### src/rtl/seven_segment_scan_if.sv
// Bus between the score logic (master) and the seven-segment scan driver (slave).
interface seven_segment_scan_if #(
  parameter int DIGITS = 4
);
  logic [4*DIGITS-1:0] value;
  logic                load;
  logic [DIGITS-1:0]   blank_mask;
  logic [6:0]          seg;
  logic [DIGITS-1:0]   an;
  logic                frame_start;

  modport master (
    output value, load, blank_mask,
    input  seg, an, frame_start
  );

  modport slave (
    input  value, load, blank_mask,
    output seg, an, frame_start
  );
endinterface

### src/rtl/seven_segment_scan.sv
// Time-multiplexed common-anode hex display driver with a tear-free shadow load,
// per-digit blanking and optional leading-zero suppression.
module seven_segment_scan #(
  parameter int DIGITS      = 4,
  parameter int REFRESH_DIV = 50000,
  parameter bit LZ_BLANK    = 1'b1
) (
  input  logic                 clk,
  input  logic                 rst,
  seven_segment_scan_if.slave  bus
);
  localparam int DIV_W = (REFRESH_DIV > 1) ? $clog2(REFRESH_DIV) : 1;
  localparam int IDX_W = (DIGITS > 1) ? $clog2(DIGITS) : 1;
  localparam int VAL_W = 4 * DIGITS;
  localparam logic [DIV_W-1:0] DIV_LAST = DIV_W'(REFRESH_DIV - 1);
  localparam logic [IDX_W-1:0] IDX_LAST = IDX_W'(DIGITS - 1);

  logic [DIV_W-1:0]  div_cnt_q, div_cnt_d;
  logic [IDX_W-1:0]  idx_q, idx_d;
  logic [VAL_W-1:0]  disp_q, disp_d;
  logic [VAL_W-1:0]  pend_q, pend_d;
  logic              pend_v_q, pend_v_d;
  logic              wrap_q;
  logic [6:0]        seg_q, seg_d;
  logic [DIGITS-1:0] an_q, an_d;
  logic              frame_start_q;

  logic       tc, boundary;
  logic [3:0] cur_nib;
  logic       cur_blank, cur_lz, zero_run, dark;

  function automatic logic [6:0] seg_code(input logic [3:0] nib);
    case (nib)
      4'h0: seg_code = 7'b0000001;
      4'h1: seg_code = 7'b1001111;
      4'h2: seg_code = 7'b0010010;
      4'h3: seg_code = 7'b0000110;
      4'h4: seg_code = 7'b1001100;
      4'h5: seg_code = 7'b0100100;
      4'h6: seg_code = 7'b0100000;
      4'h7: seg_code = 7'b0001111;
      4'h8: seg_code = 7'b0000000;
      4'h9: seg_code = 7'b0000100;
      4'hA: seg_code = 7'b0001000;
      4'hB: seg_code = 7'b1100000;
      4'hC: seg_code = 7'b0110001;
      4'hD: seg_code = 7'b1000010;
      4'hE: seg_code = 7'b0110000;
      default: seg_code = 7'b0111000;
    endcase
  endfunction

  always_comb begin
    tc        = (div_cnt_q == DIV_LAST);
    boundary  = tc && (idx_q == IDX_LAST);
    div_cnt_d = tc ? '0 : div_cnt_q + 1'b1;
    idx_d     = idx_q;
    if (tc) idx_d = (idx_q == IDX_LAST) ? '0 : idx_q + 1'b1;

    // A load landing on the boundary goes straight to disp so it is never lost.
    disp_d   = disp_q;
    pend_d   = pend_q;
    pend_v_d = pend_v_q;
    if (boundary) begin
      pend_v_d = 1'b0;
      if (bus.load)     disp_d = bus.value;
      else if (pend_v_q) disp_d = pend_q;
    end else if (bus.load) begin
      pend_d   = bus.value;
      pend_v_d = 1'b1;
    end

    cur_nib   = '0;
    cur_blank = 1'b0;
    cur_lz    = 1'b0;
    zero_run  = 1'b1;
    for (int k = DIGITS - 1; k >= 0; k--) begin
      zero_run = zero_run && (disp_q[4*k +: 4] == 4'h0);
      if (idx_q == IDX_W'(k)) begin
        cur_nib   = disp_q[4*k +: 4];
        cur_blank = bus.blank_mask[k];
        cur_lz    = LZ_BLANK && (k >= 1) && zero_run;
      end
    end
    dark  = cur_blank || cur_lz;
    seg_d = dark ? 7'b1111111 : seg_code(cur_nib);
    an_d  = '1;
    for (int k = 0; k < DIGITS; k++) begin
      if (!dark && (idx_q == IDX_W'(k))) an_d[k] = 1'b0;
    end
  end

  always_ff @(posedge clk) begin
    if (rst) begin
      div_cnt_q     <= '0;
      idx_q         <= '0;
      disp_q        <= '0;
      pend_q        <= '0;
      pend_v_q      <= 1'b0;
      wrap_q        <= 1'b0;
      seg_q         <= 7'b1111111;
      an_q          <= '1;
      frame_start_q <= 1'b0;
    end else begin
      div_cnt_q     <= div_cnt_d;
      idx_q         <= idx_d;
      disp_q        <= disp_d;
      pend_q        <= pend_d;
      pend_v_q      <= pend_v_d;
      wrap_q        <= boundary;
      seg_q         <= seg_d;
      an_q          <= an_d;
      frame_start_q <= wrap_q;
    end
  end

  assign bus.seg         = seg_q;
  assign bus.an          = an_q;
  assign bus.frame_start = frame_start_q;
endmodule

### src/flat_wrapper.sv
// flat-port wrapper written by rule: the top's interface ports become plain ports
module seven_segment_scan_flat 
#(
  parameter int DIGITS      = 4,
  parameter int REFRESH_DIV = 50000,
  parameter bit LZ_BLANK    = 1'b1
)
  (clk, rst, bus_value, bus_load, bus_blank_mask, bus_seg, bus_an, bus_frame_start);
  seven_segment_scan_if #(.DIGITS(DIGITS)) bus_i ();
  input  logic clk;
  input  logic rst;
  input wire logic [$bits(bus_i.value)-1:0] bus_value;
  input wire logic [$bits(bus_i.load)-1:0] bus_load;
  input wire logic [$bits(bus_i.blank_mask)-1:0] bus_blank_mask;
  output wire logic [$bits(bus_i.seg)-1:0] bus_seg;
  output wire logic [$bits(bus_i.an)-1:0] bus_an;
  output wire logic [$bits(bus_i.frame_start)-1:0] bus_frame_start;
  assign bus_i.value = bus_value;
  assign bus_i.load = bus_load;
  assign bus_i.blank_mask = bus_blank_mask;
  assign bus_seg = bus_i.seg;
  assign bus_an = bus_i.an;
  assign bus_frame_start = bus_i.frame_start;
  seven_segment_scan #(.DIGITS(DIGITS), .REFRESH_DIV(REFRESH_DIV), .LZ_BLANK(LZ_BLANK)) u_core (.clk(clk), .rst(rst), .bus(bus_i));
endmodule
### config.mk
export PLATFORM = sky130hd
export DESIGN_NAME = seven_segment_scan_flat
export DESIGN_NICKNAME = d
export VERILOG_FILES = /design/src/rtl/seven_segment_scan_if.sv /design/src/rtl/seven_segment_scan.sv /design/src/flat_wrapper.sv
export SDC_FILE = /design/constraint.sdc
export NUM_CORES = 1
export LEC_CHECK = 0
export ABC_CLOCK_PERIOD_IN_PS = 2750
export CAP_MARGIN = 15
export CORE_MARGIN = 5
export CORE_UTILIZATION = 58
export CTS_BUF_LIST = sky130_fd_sc_hd__clkbuf_4
export DETAILED_ROUTE_END_ITERATION = 7
export PLACE_DENSITY = 0.85
export SETUP_SLACK_MARGIN = 0.02
export SLEW_MARGIN = 15
export SYNTH_ARGS = -nofsm -noshare
export SYNTH_HDL_FRONTEND = slang
export SYNTH_SLANG_ARGS = --single-unit
### constraint.sdc
create_clock -name clk -period 2.75 [get_ports clk]
set_clock_uncertainty 0.05 [all_clocks]
set_input_delay 0.275 -clock clk [delete_from_list [all_inputs] [get_ports clk]]
set_output_delay 0.275 -clock clk [all_outputs]
set_load 0.01 [all_outputs]
==> flow_summary_export.csv <==
group,metric,value,unit
detailed_routing,vias_per_cell,5.323,
grt,grt_remaining_overflow,0,
cts,cts_max_level,3,
detailed_routing,drt-total-wl,5618,um
synthesis,synth_cells,326,
grt,grt_usage,0.1878,
flow_run,maxCapViolCount,0,
synthesis,syn_area_per_cell,9.323,um^2
run_status,outcome,"complete, no violations",
place,port_buffers,34,
grt,grt_max_degree,33,
place,dpl.hpwl,4057,um
finish,layout.nets,395,
cts,cts_root_buf,"clkbuf_4",
synthesis,ys_seq_area_frac,0.4216,
finish,layout_common_cells,"64 x dfxtp_1, 57 x nor2_1, 35 x mux2i_1",
floorplanning,die_y,82.39,um
critical_path,critPathMaxStageDelay,0.41,ns
place,dpl_cell_area,3451,um^2
cts,clk_path_buf_depth,2,
finish,num_antenna_cells,0,
finish,final_area,3581,um^2
sta,fin_crit,2.464,ns
place,gp_congestion,0.8696,
critical_path,critPathCaptureType,"register",
power_and_ir_drop,peakVddDrop,0.0003218,V
cts,clock_latency,0.40,ns
cts,cts_buffers,9,
floorplanning,die_area,6787,um^2
cts,cts_tree,"built",
power_and_ir_drop,power_frac_comb,0.082,
synthesis,ys_types,44,
cts,clk_pin_slew,0.10,ns
sta,rsz0062_at_grt,"no",
cts,clock_sinks,64,
critical_path,required,3.00,ns
sta,fin_setup_tns,0,ns
synthesis,syn_nets,360,
grt,antenna_found_initial,0,
cts,ctsResizeCount,0,
synthesis,synth_edf_count,0,
critical_path,worst-setup-path-type,"register to register",
detailed_routing,first_pass_iters,4,
synthesis,synth_area,3039,um^2
synthesis,synth_top_cell_by_area,"dfxtp_1",
critical_path,cp-start-kind,"register",
critical_path,crit_fanout,11,
power_and_ir_drop,leakage,1.365,nW
power_and_ir_drop,p_seq_frac,0.562,
critical_path,worstPathArrival,2.71,ns
synthesis,synth-seq-cells,64,
worst_hold_path,min_path_type,"register to register",
floorplanning,core_region_area,5107,um^2
sta,slew_viol_final,0,
power_and_ir_drop,cellPowerDensity,477.3,nW/um^2
detailed_routing,drtAntennaViolNets,0,
floorplanning,pin_count,35,
power_and_ir_drop,p_int,1.316,mW
critical_path,rrSetupSlack,0.29,ns
finish,nFillCells,430,
synthesis,yosysWarningCount,0,
floorplanning,dieWidth,82.39,um
detailed_routing,routedWlPerCell,12.89,um
finish,area_growth_syn_to_layout,17.83,%
detailed_routing,drt_iter0_drc,116,
synthesis,synthFlopType,"dfxtp_1",
power_and_ir_drop,netSwitchingFraction,0.2301,
critical_path,cp_slowest_cell,"dfxtp_1",
sta,max_slew_margin,0.6380,
detailed_routing,via_count,2321,
power_and_ir_drop,netSwitchingPower,0.3933,mW
sta,finalHoldViolCount,0,
sta,setup_viol,0,
grt,grt_pass1_vias,2213,
synthesis,async_flop_share,0,
detailed_routing,drc,0,
critical_path,path_cells,"inv_1 > ha_1 > a21oi_1 > o21ai_0 > a22oi_1 > inv_1 > ha_1 > or3_1 > o21ai_0 > o21ai_0",
floorplanning,start_util,0.5951,
power_and_ir_drop,clockPowerShare,0.355,
grt,grt_pass1_wl,9660,um
cts,postCtsHoldBufs,0,
synthesis,synth_top_area_share,0.4216,
floorplanning,std_cell_rows,26,
critical_path,crit_top_cell,"o21ai_0",
cts,cts_setup_buffers,0,
synthesis,synthTopCellsByArea,"dfxtp_1 42%, mux2i_1 12%, nor2_1 7.0%",
sta,fmax,0.4058,GHz
sta,post-route-period-util,0.8960,
finish,drive_gt1_frac,0.1120,
sta,tightest_slew,0.5429,ns
finish,final_common_cell,"dfxtp_1",
## routing by layer
layer,vias up,global-route usage,share of wire
met5,-,0,0
li1,1203,-,-
met2,47,0.3021,0.46
met1,1057,0.2242,0.46
met3,14,0.05315,0.050
met4,0,0.1047,0.024
## power groups by stage
stage	clock, mW	sequential, mW	combinational (mW)
6_report	0.607	0.961	0.141
2_1_floorplan	0	0.983	0.0761
3_5_place_dp	0	0.983	0.142
4_1_cts	0.628	0.962	0.142
5_1_grt	0.682	0.965	0.154
3_3_place_gp	0	0.981	0.140
## area by class of cell
type	instances	area [um^2]	share of cell area
Timing Repair Buffer	43	432.9	0.1209
Sequential cell	64	1281	0.3578
Clock buffer	11	82.58	0.02306
Clock inverter	5	47.55	0.01328
Multi-Input combinational cell	230	1600	0.4469
Inverter	13	48.80	0.01363
Tap cell	70	87.58	0.02446
## cells in the mapped netlist, types with 4 or more instances
cell	count
xor2_1	4
clkbuf_1	13
nor4_1	4
a22oi_1	4
mux2i_1	35
dfxtp_1	64
a211oi_2	14
nand2_1	22
nand3_1	10
inv_1	13
o21ai_0	9
ha_1	11
or3_1	4
a21oi_1	10
nor2_1	57
xnor2_1	8
## critical path: cells and delay by family (launching register included)
family	cells	cell delay (ns)
simple gates	1	0.36
compound gates	5	0.80
flops	1	0.41
buf+inv	2	0.19
fa+ha+maj	2	0.55
## worst paths after layout
| check | startpoint | to | cells past startpoint |
|---|---|---|---|
| hold / removal | u_core.wrap_q$_SDFF_PP0_ | u_core.bus.frame_start$_SDFF_PP0_ | 1 |
| setup / recovery | u_core.idx_q[0]$_SDFFE_PP0P_ | u_core.bus.seg[6]$_SDFF_PP1_ | 10 |
| setup reg to reg | u_core.idx_q[0]$_SDFFE_PP0P_ | u_core.bus.seg[6]$_SDFF_PP1_ | 10 |
| hold reg to reg | u_core.wrap_q$_SDFF_PP0_ | u_core.bus.frame_start$_SDFF_PP0_ | 1 |
## state kept, by name, summed over array words and instances (netlist names)
register and count:
u_core.bus.an 4, u_core.bus.frame_start 1, u_core.bus.seg 7, u_core.disp_q 16, u_core.div_cnt_q 16, u_core.idx_q 2
u_core.pend_q 16, u_core.pend_v_q 1, u_core.wrap_q 1
## logic make-up after synthesis
family,after synthesis,synth area share
multiplexers,36,0.1190
adder cells (fa/ha/maj),11,0.04529
buffers and inverters,32,0.05187
AO/OA/AOI/OAI,49,0.1334
XOR/XNOR,12,0.03458
AND/OR/NAND/NOR,122,0.1943
flip-flops,64,0.4216
## per-stage QoR
step,power [mW],utilization,hold slack (ns),setup WS [ns],cells
after CTS,1.732,0.7011,0.4031,0.3096,436
after global placement,1.121,0.6756,0.3902,0.3817,420
after floorplan,1.060,-,0.3388,0.2738,326
final,1.709,0.7011,0.4122,0.2860,436
after detailed placement,1.125,0.6756,0.4033,0.3186,420
after global routing,1.801,0.7011,0.4101,0.08114,436
Power figures use the tool's default switching activity.
